## src/rtl/uart_pkg.sv

```systemverilog
// Shared types and line levels for the UART transmit path.
package uart_pkg;

    typedef enum logic [2:0] {
        IDLE       = 3'd0,
        START_WAIT = 3'd1,
        START      = 3'd2,
        DATA       = 3'd3,
        PARITY     = 3'd4,
        STOP       = 3'd5
    } tx_state_t;

    localparam logic UART_IDLE_LVL  = 1'b1;
    localparam logic UART_START_LVL = 1'b0;

endpackage

```

## src/rtl/uart_tx_serializer_baud_edge_det.sv

```systemverilog
// Rising-edge detector for the clk-synchronous baud square wave; emits a registered one-clk tick.
module baud_edge_det (
    input  logic clk,
    input  logic rst_n,
    input  logic baud_clk,
    output logic tick
);

    logic baud_prev_q;
    logic tick_q;

    // baud_prev resets high so a baud_clk already high at release is not seen as an edge.
    always_ff @(posedge clk or negedge rst_n) begin
        if (!rst_n) begin
            baud_prev_q <= 1'b1;
            tick_q      <= 1'b0;
        end else begin
            baud_prev_q <= baud_clk;
            tick_q      <= baud_clk & ~baud_prev_q;
        end
    end

    assign tick = tick_q;

endmodule

```

## src/rtl/uart_tx_serializer.sv

```systemverilog
// UART frame serialiser: start bit, DATA_BITS LSB first, STOP_BITS stop bits, paced by baud ticks.
// Define UART_TX_PARITY_EN to insert an even-parity bit between the data and stop bits.
//
// Handshake: a byte is accepted when din_valid && din_ready at a clk edge; din_ready is
// high only while IDLE, and din_valid at any other time is ignored (no queuing).
module uart_tx_serializer
    import uart_pkg::*;
#(
    parameter int DATA_BITS = 8,
    parameter int STOP_BITS = 1
) (
    input  logic                 clk,
    input  logic                 rst_n,
    input  logic                 baud_clk,
    input  logic [DATA_BITS-1:0] din,
    input  logic                 din_valid,
    output logic                 din_ready,
    output logic                 tx,
    output logic                 busy,
    output logic                 tx_done,
    output logic [2:0]           dbg_state
);

    localparam int CNT_W = $clog2(DATA_BITS);
    localparam logic [CNT_W-1:0] LAST_BIT  = CNT_W'(DATA_BITS - 1);
    localparam logic             LAST_STOP = 1'(STOP_BITS - 1);

    tx_state_t            state_q, state_d;
    logic [DATA_BITS-1:0] shift_q, shift_d;
    logic [CNT_W-1:0]     bit_cnt_q, bit_cnt_d;
    logic                 stop_cnt_q, stop_cnt_d;
    logic                 tx_q, tx_d;
    logic                 tx_done_q, tx_done_d;
    logic                 ready_q, ready_d;
    logic                 tick;
    logic                 accept;
`ifdef UART_TX_PARITY_EN
    logic                 parity_q, parity_d;
`endif

    baud_edge_det u_edge (
        .clk      (clk),
        .rst_n    (rst_n),
        .baud_clk (baud_clk),
        .tick     (tick)
    );

    assign accept = din_valid && ready_q;

    always_comb begin
        state_d    = state_q;
        shift_d    = shift_q;
        bit_cnt_d  = bit_cnt_q;
        stop_cnt_d = stop_cnt_q;
        tx_d       = tx_q;
        tx_done_d  = 1'b0;
`ifdef UART_TX_PARITY_EN
        parity_d   = parity_q;
`endif
        case (state_q)
            IDLE: begin
                tx_d = UART_IDLE_LVL;
                // A tick coinciding with accept is deliberately skipped: START_WAIT waits for the next one.
                if (accept) begin
                    shift_d    = din;
                    bit_cnt_d  = '0;
                    stop_cnt_d = 1'b0;
                    state_d    = START_WAIT;
`ifdef UART_TX_PARITY_EN
                    parity_d   = ^din;
`endif
                end
            end
            START_WAIT: begin
                if (tick) begin
                    tx_d    = UART_START_LVL;
                    state_d = START;
                end
            end
            START: begin
                if (tick) begin
                    tx_d      = shift_q[0];
                    bit_cnt_d = '0;
                    state_d   = DATA;
                end
            end
            DATA: begin
                if (tick) begin
                    if (bit_cnt_q == LAST_BIT) begin
`ifdef UART_TX_PARITY_EN
                        tx_d    = parity_q;
                        state_d = PARITY;
`else
                        tx_d       = UART_IDLE_LVL;
                        stop_cnt_d = 1'b0;
                        state_d    = STOP;
`endif
                    end else begin
                        shift_d   = shift_q >> 1;
                        tx_d      = shift_q[1];
                        bit_cnt_d = bit_cnt_q + CNT_W'(1);
                    end
                end
            end
`ifdef UART_TX_PARITY_EN
            PARITY: begin
                if (tick) begin
                    tx_d       = UART_IDLE_LVL;
                    stop_cnt_d = 1'b0;
                    state_d    = STOP;
                end
            end
`endif
            STOP: begin
                if (tick) begin
                    if (stop_cnt_q == LAST_STOP) begin
                        tx_done_d = 1'b1;
                        state_d   = IDLE;
                    end else begin
                        stop_cnt_d = stop_cnt_q + 1'b1;
                    end
                end
            end
            default: begin
                tx_d    = UART_IDLE_LVL;
                state_d = IDLE;
            end
        endcase
        ready_d = (state_d == IDLE);
    end

    always_ff @(posedge clk or negedge rst_n) begin
        if (!rst_n) begin
            state_q    <= IDLE;
            shift_q    <= '0;
            bit_cnt_q  <= '0;
            stop_cnt_q <= 1'b0;
            tx_q       <= UART_IDLE_LVL;
            tx_done_q  <= 1'b0;
            ready_q    <= 1'b0;
        end else begin
            state_q    <= state_d;
            shift_q    <= shift_d;
            bit_cnt_q  <= bit_cnt_d;
            stop_cnt_q <= stop_cnt_d;
            tx_q       <= tx_d;
            tx_done_q  <= tx_done_d;
            ready_q    <= ready_d;
        end
    end

`ifdef UART_TX_PARITY_EN
    always_ff @(posedge clk or negedge rst_n) begin
        if (!rst_n) begin
            parity_q <= 1'b0;
        end else begin
            parity_q <= parity_d;
        end
    end
`endif

    assign tx        = tx_q;
    assign tx_done   = tx_done_q;
    assign din_ready = ready_q;
    assign busy      = (state_q != IDLE) || accept;
    assign dbg_state = state_q;

endmodule
```

## config.mk

```make
export PLATFORM = sky130hd
export DESIGN_NAME = uart_tx_serializer
export DESIGN_NICKNAME = d
export VERILOG_FILES = /design/src/rtl/uart_pkg.sv /design/src/rtl/uart_tx_serializer_baud_edge_det.sv /design/src/rtl/uart_tx_serializer.sv
export SDC_FILE = /design/constraint.sdc
export NUM_CORES = 1
export LEC_CHECK = 0
export ABC_AREA = 1
export ABC_CLOCK_PERIOD_IN_PS = 1400
export CAP_MARGIN = 20
export CORE_UTILIZATION = 45
export CTS_CLUSTER_SIZE = 20
export DETAILED_ROUTE_END_ITERATION = 12
export PLACE_DENSITY = 0.73
export SLEW_MARGIN = 0
export SYNTH_ARGS = -nofsm -noshare
export SYNTH_HDL_FRONTEND = slang
export SYNTH_HIERARCHICAL = 1
export SYNTH_SLANG_ARGS = --single-unit
```

## constraint.sdc

```tcl
create_clock -name clk -period 1.4 [get_ports clk]
set_input_delay 0.28 -clock clk [delete_from_list [all_inputs] [get_ports clk]]
set_output_delay 0.28 -clock clk [all_outputs]
set_load 0.005 [all_outputs]
```

=== Yosys cells after proc, flatten, opt, wreduce, memory -nomap -nowiden ===
Index checks and enable logic that the tools add are counted.

* Bits in registers: 20
* Bits of input ports: 12
* Output and inout port bits: 7
* Logic and storage cells: 69

* Add/sub/neg operators: 2
* Equality and inequality tests: 12
* Multiplexer cells: 31
* Bitwise operators: 3
* Reduce and logical (&&, ||, !) cells: 12

{| class="wikitable"
|+ Operators with widths
! operator !! count
|-
| $mux W3 || 11
|-
| $mux W8 || 3
|-
| $pmux W8 S2 || 1
|-
| $pmux W3 S5 || 1
|-
| $mux W1 || 12
|-
| $reduce_and A5 Y1 || 2
|-
| $pmux W3 S3 || 1
|-
| $reduce_bool A3 Y1 || 3
|-
| $ne A2 B1 Y1 const B || 4
|-
| $reduce_and A4 Y1 || 2
|-
| $eq A3 B2 Y1 const B || 2
|-
| $eq A3 B3 Y1 const B || 2
|-
| $logic_not A3 Y1 || 2
|-
| $ne A2 B2 Y1 const B || 3
|-
| $pmux W1 S4 || 1
|-
| $add A3 B1 Y3 const B || 1
|-
| $eq A3 B1 Y1 const B || 1
|-
| $pmux W1 S3 || 1
|-
| $not A1 Y1 || 2
|-
| $reduce_bool A2 Y1 || 1
|-
| $add A1 B1 Y1 const B || 1
|-
| $and A1 B1 Y1 || 1
|-
| $logic_and A1 B1 Y1 || 1
|-
| $logic_or A1 B1 Y1 || 1
|}

=== Logic depth before layout (Yosys ltp) ===
* Word-level depth: 5
* Mapped depth: 10
* Gate-level depth less buffers: 10

=== Cells and area by module ===
The synthesis kept the hierarchy.

{| class="wikitable"
|+ By module, submodules not included
! module !! times used !! cells each !! area an instance (sq um) !! seq. area each (sq um)
|-
| uart_tx_serializer || 1 || 128 || 964.7 || 426.7
|-
| baud_edge_det || 1 || 4 || 61.3 || 51.3
|}

=== Least setup slack after synthesis ===
No wires, ideal clock.

* Path type: register to register
* From: register bit_cnt_q[0]
* To: register bit_cnt_q[0]
* Setup time: 0.116 ns
* Data arrival time: 1.242 ns
* Data required time: 1.284 ns
* Path slack: 0.041 ns
* Stages on the path, launching flop included: 11
* Buffers on the path: 0
* Clock period less this slack: 1.359 ns
* Cell sequence: dfrtp_1 > ha_1 > ha_1 > nand2_1 > inv_1 > nand2_2 > nand2_1 > inv_1 > nand2_2 > nand2_1 > nand2_1

* Word-level cells in the longest chain between the ends: 4
* Elaborated cells on any way between the ends: 7
* Classes of those cells: 1 x add/sub; 2 x eq/ne; 3 x mux; 1 x reduce/logical

{| class="wikitable"
|+ Ends and longest elaborated chain
! item !! RTL line !! source
|-
| from (decl) || uart_tx_serializer.sv:30 || <nowiki>logic [CNT_W-1:0] bit_cnt_q, bit_cnt_d;</nowiki>
|-
| from (signal assigned) || uart_tx_serializer.sv:144 || <nowiki>bit_cnt_q <= bit_cnt_d;</nowiki>
|-
| $add A3 B1 Y3 || uart_tx_serializer.sv:101 || <nowiki>bit_cnt_d = bit_cnt_q + CNT_W'(1);</nowiki>
|-
| $mux W3 || uart_tx_serializer.sv:89 || <nowiki>if (bit_cnt_q == LAST_BIT) begin</nowiki>
|-
| $mux W3 || uart_tx_serializer.sv:88 || <nowiki>if (tick) begin</nowiki>
|-
| $pmux W3 S3 || uart_tx_serializer.sv:60 || <nowiki>case (state_q)</nowiki>
|}

Parallel ways exist; a longest one is shown, timed or not. The select of a mux whose other input is x is not followed.
A chain may end at the register's enable or synchronous reset.

=== Worst setup path in the final report ===
* From: register bit_cnt_q[0]
* To: register shift_q[6]

* Word-level cells in the longest chain between the ends: 3

{| class="wikitable"
|+ Ends and longest elaborated chain
! item !! RTL line !! source
|-
| $eq A3 B3 Y1 || uart_tx_serializer.sv:89 ||
|-
| $ne A2 B2 Y1 (no line) || -- ||
|-
| $reduce_and A4 Y1 (no line) || -- ||
|-
| to (signal assigned) || uart_tx_serializer.sv:143 || <nowiki>shift_q <= shift_d;</nowiki>
|-
| to (decl) || uart_tx_serializer.sv:29 || <nowiki>logic [DATA_BITS-1:0] shift_q, shift_d;</nowiki>
|}

Every way passes these cells.

==> results.toml <==
[outcome]
outcome = "finished clean"

[synth]
ys.flop_type = "dfrtp_1"
synth_top_area_share = 0.415
synth_cells = 132
synthTopCellsByCount = "nand2_1, dfrtp_1, o21ai_0"
syn_area_um2 = 1030
ys.warnings.count = 6
async_flop_share = 1.00
yosysTopAreaCell = "dfrtp_1"
synthTopCellsByArea = "dfrtp_1, nand2_1, o21ai_0"
yosysMostFrequentCell = "nand2_1"
synthesis.nets = 146
avgSynthCellArea_um2 = 7.77
ys_seq_area_frac = 0.466
ys_ff_latch = 19
ys_types = 21
synth_edf_count = 0

[cts]
cts_tree = "yes"
clk_latency_ps = 300
cts_sinks = 19
h-tree-depth = 1
clkSlewWorstSetupHoldPaths_ps = 110
cts_hold_buf = 0
cts_buffers = 3
cts-root-buf = "clkbuf_4"
clock_path_buffers = 2

[timing]
hold_violations = 0
fin_tns_setup_ps = 0
drv_slew = 0
setup-violations-final = 0
fmax_mhz = 718
timing.final.crit_share = 0.995
worst_pin_slew_ps = 328
rsz0062_at_grt = "yes"
min_period_ps = 1390
worst_slack_ps = 6.95
slew_headroom = 0.779
clock_skew_ps = 3.50

[critical_path]
cp_slowest_stage_delay_ps = 400
path_class = "reg2reg"
start_kind = "flop"
cpLargestDelayFamily = "simple AND/OR/NAND/NOR gates"
crit_top_cell = "nand2_4"
crit_slowest_cell = "dfrtp_1"
arrival_ps = 1640
cp.required_ps = 1640
crit_chain = "ha_2 > ha_4 > nand2_4 > inv_4 > nand2_4 > nand2_4 > nor2_4 > nand2_1 > nand2_1"
critical_path_buf_inv_count = 1
end_kind = "flop"
crit_fanout = 8

[drt]
wire_per_inst_um = 12.4
drt_wl_total_mm = 2.46
drcViolationCount = 0
postRouteAntennaNets = 0
viasPerCell = 5.04
drt_iter0_drc = 15
vias = 1003
firstDrtPassIters = 5

[placement]
place_ws_ps = -294
io_buffers = 18
dp_hpwl_mm = 1.62
gp_congestion = 0.825

[layout]
layout.nets = 187
drive_gt1_frac = 0.285
multi_input_area_um2 = 569
fillers = 162
seqCellArea_um2 = 478
antennaDiodeCount = 0
area_growth_pct = 42.0

[power_and_ir_drop]
leakage_nw = 0.772
power.net_switching_w = 0.000734
combPwrFrac = 0.433
p_clk_frac = 0.148
internal_power_w = 0.00121
seq_power_share = 0.418
p_sw_frac = 0.377
vdd_drop_max_v = 0.000857
pwr_density_cell_nw_per_um2 = 1330

[flow_run]
cap_viol_max_count = 0

[global_route]
grt_overflow_total = 0
grt_max_degree = 20
grt_usage = 0.207
grt_pass1_vias = 878
grt_pass1_wl_mm = 3.84
antenna_found_initial = 0

[die]
io_pins = 19
fp.dieW_um = 49.8
die-area_um2 = 2480
coreArea_um2 = 2040
fp.dieH_um = 49.8
initial_core_util = 0.502
placementRows = 16

[worst_hold_path]
min_path_type = "in2async"
[power groups by stage]
stage | combinational [W] | clock, W | sequential, W
3_3_place_gp | 0.000706 | 0 | 0.000816
3_5_place_dp | 0.000728 | 0 | 0.000826
5_1_grt | 0.000942 | 0.000317 | 0.000832
6_report | 0.000842 | 0.000288 | 0.000813
2_1_floorplan | 0.000471 | 0 | 0.000809
4_1_cts | 0.000754 | 0.000291 | 0.000812
[worst register-to-register path, stage by stage (launching register included)]
cell     delay, ps
dfrtp_1        400
ha_2           200
ha_4           160
nand2_4         60
inv_4           40
nand2_4         80
nand2_4         80
nor2_4         180
nand2_1         70
nand2_1         70
[repair_timing]
action / CTS / global route
gates cloned: 1 / 2
setup buffers: 3 / 3
endpoints found under the hold margin: 0 / 0
pin swaps: 8 / 15
setup endpoints to repair: 18 / 16
gates resized for setup: 15 / 16
[layer usage]
layer / global-route usage / part of all wire
met3: 0.0309 / 0.055
met4: 0.0714 / 0.017
met2: 0.351 / 0.50
met5: 0 / 0
met1: 0.265 / 0.43
[per-stage QoR]
step	cells	utilization	total power, W	hold WS [ps]	instance area (µm²)
floorplan	132	-	0.00128	-15.6	1030
CTS	194	0.673	0.00186	306	1380
global placement	186	0.638	0.00152	463	1300
detailed placement	186	0.638	0.00155	470	1300
global route	199	0.713	0.00209	308	1460
finish	199	0.713	0.00194	301	1460
[layout make-up]
type	count	share of cell area
Clock buffer	4	0.0180
Inverter	10	0.0275
Multi-Input combinational cell	103	0.391
Sequential cell	19	0.328
Tap cell	27	0.0232
Timing Repair Buffer	36	0.212
[path summary, 6_finish.rpt]
check	from	end	slack [ps]	cells past startpoint
worst max-delay path	bit_cnt_q[0]	shift_q[6]	7	9
worst min-delay path	rst_n	dbg_state[2]	300	2
worst max register to register	bit_cnt_q[0]	shift_q[6]	7	9
worst min register to register	bit_cnt_q[1]	bit_cnt_q[1]	500	2
max in group asynchronous	rst_n	tx	830	2
min in group clk	baud_clk	u_edge/baud_prev_q	410	1
[sequential cells by signal, indices dropped and copies added (netlist names)]
| register | count |
|---|---|
| bit_cnt_q | 3 |
| dbg_state | 3 |
| din_ready | 1 |
| shift_q | 8 |
| tx | 1 |
| tx_done | 1 |
| u_edge/baud_prev_q | 1 |
| u_edge/tick | 1 |
[cells in the final DEF (no fill, tap or decap)]
cell type and instances:
nand2_1 55, dfrtp_1 17, buf_4 15, o21ai_0 14, clkdlybuf4s50_1 11, inv_1 7
nand2_2 6, nor2_4 5, nor2_1 5, dlygate4sd2_1 5, nand2_4 4, nand3b_1 3
clkbuf_4 3, nor2_2 2, inv_2 2, nand3_1 2, buf_6 2, dfstp_2 2
inv_4 1, a22oi_2 1, o21ai_1 1, a21oi_1 1, nand3_2 1, nand3_4 1
ha_2 1, ha_4 1, clkbuf_1 1, buf_2 1, clkbuf_2 1, clkdlybuf4s15_1 1
[logic make-up after synthesis]
group	Yosys count	synth area share
AO/OA/AOI/OAI	17	0.0854
adder cells (fa/ha/maj)	2	0.0244
buffers and inverters	12	0.0549
flip-flops	19	0.466
AND/OR/NAND/NOR	82	0.370
Note: power is estimated with default switching activity, not from simulation.
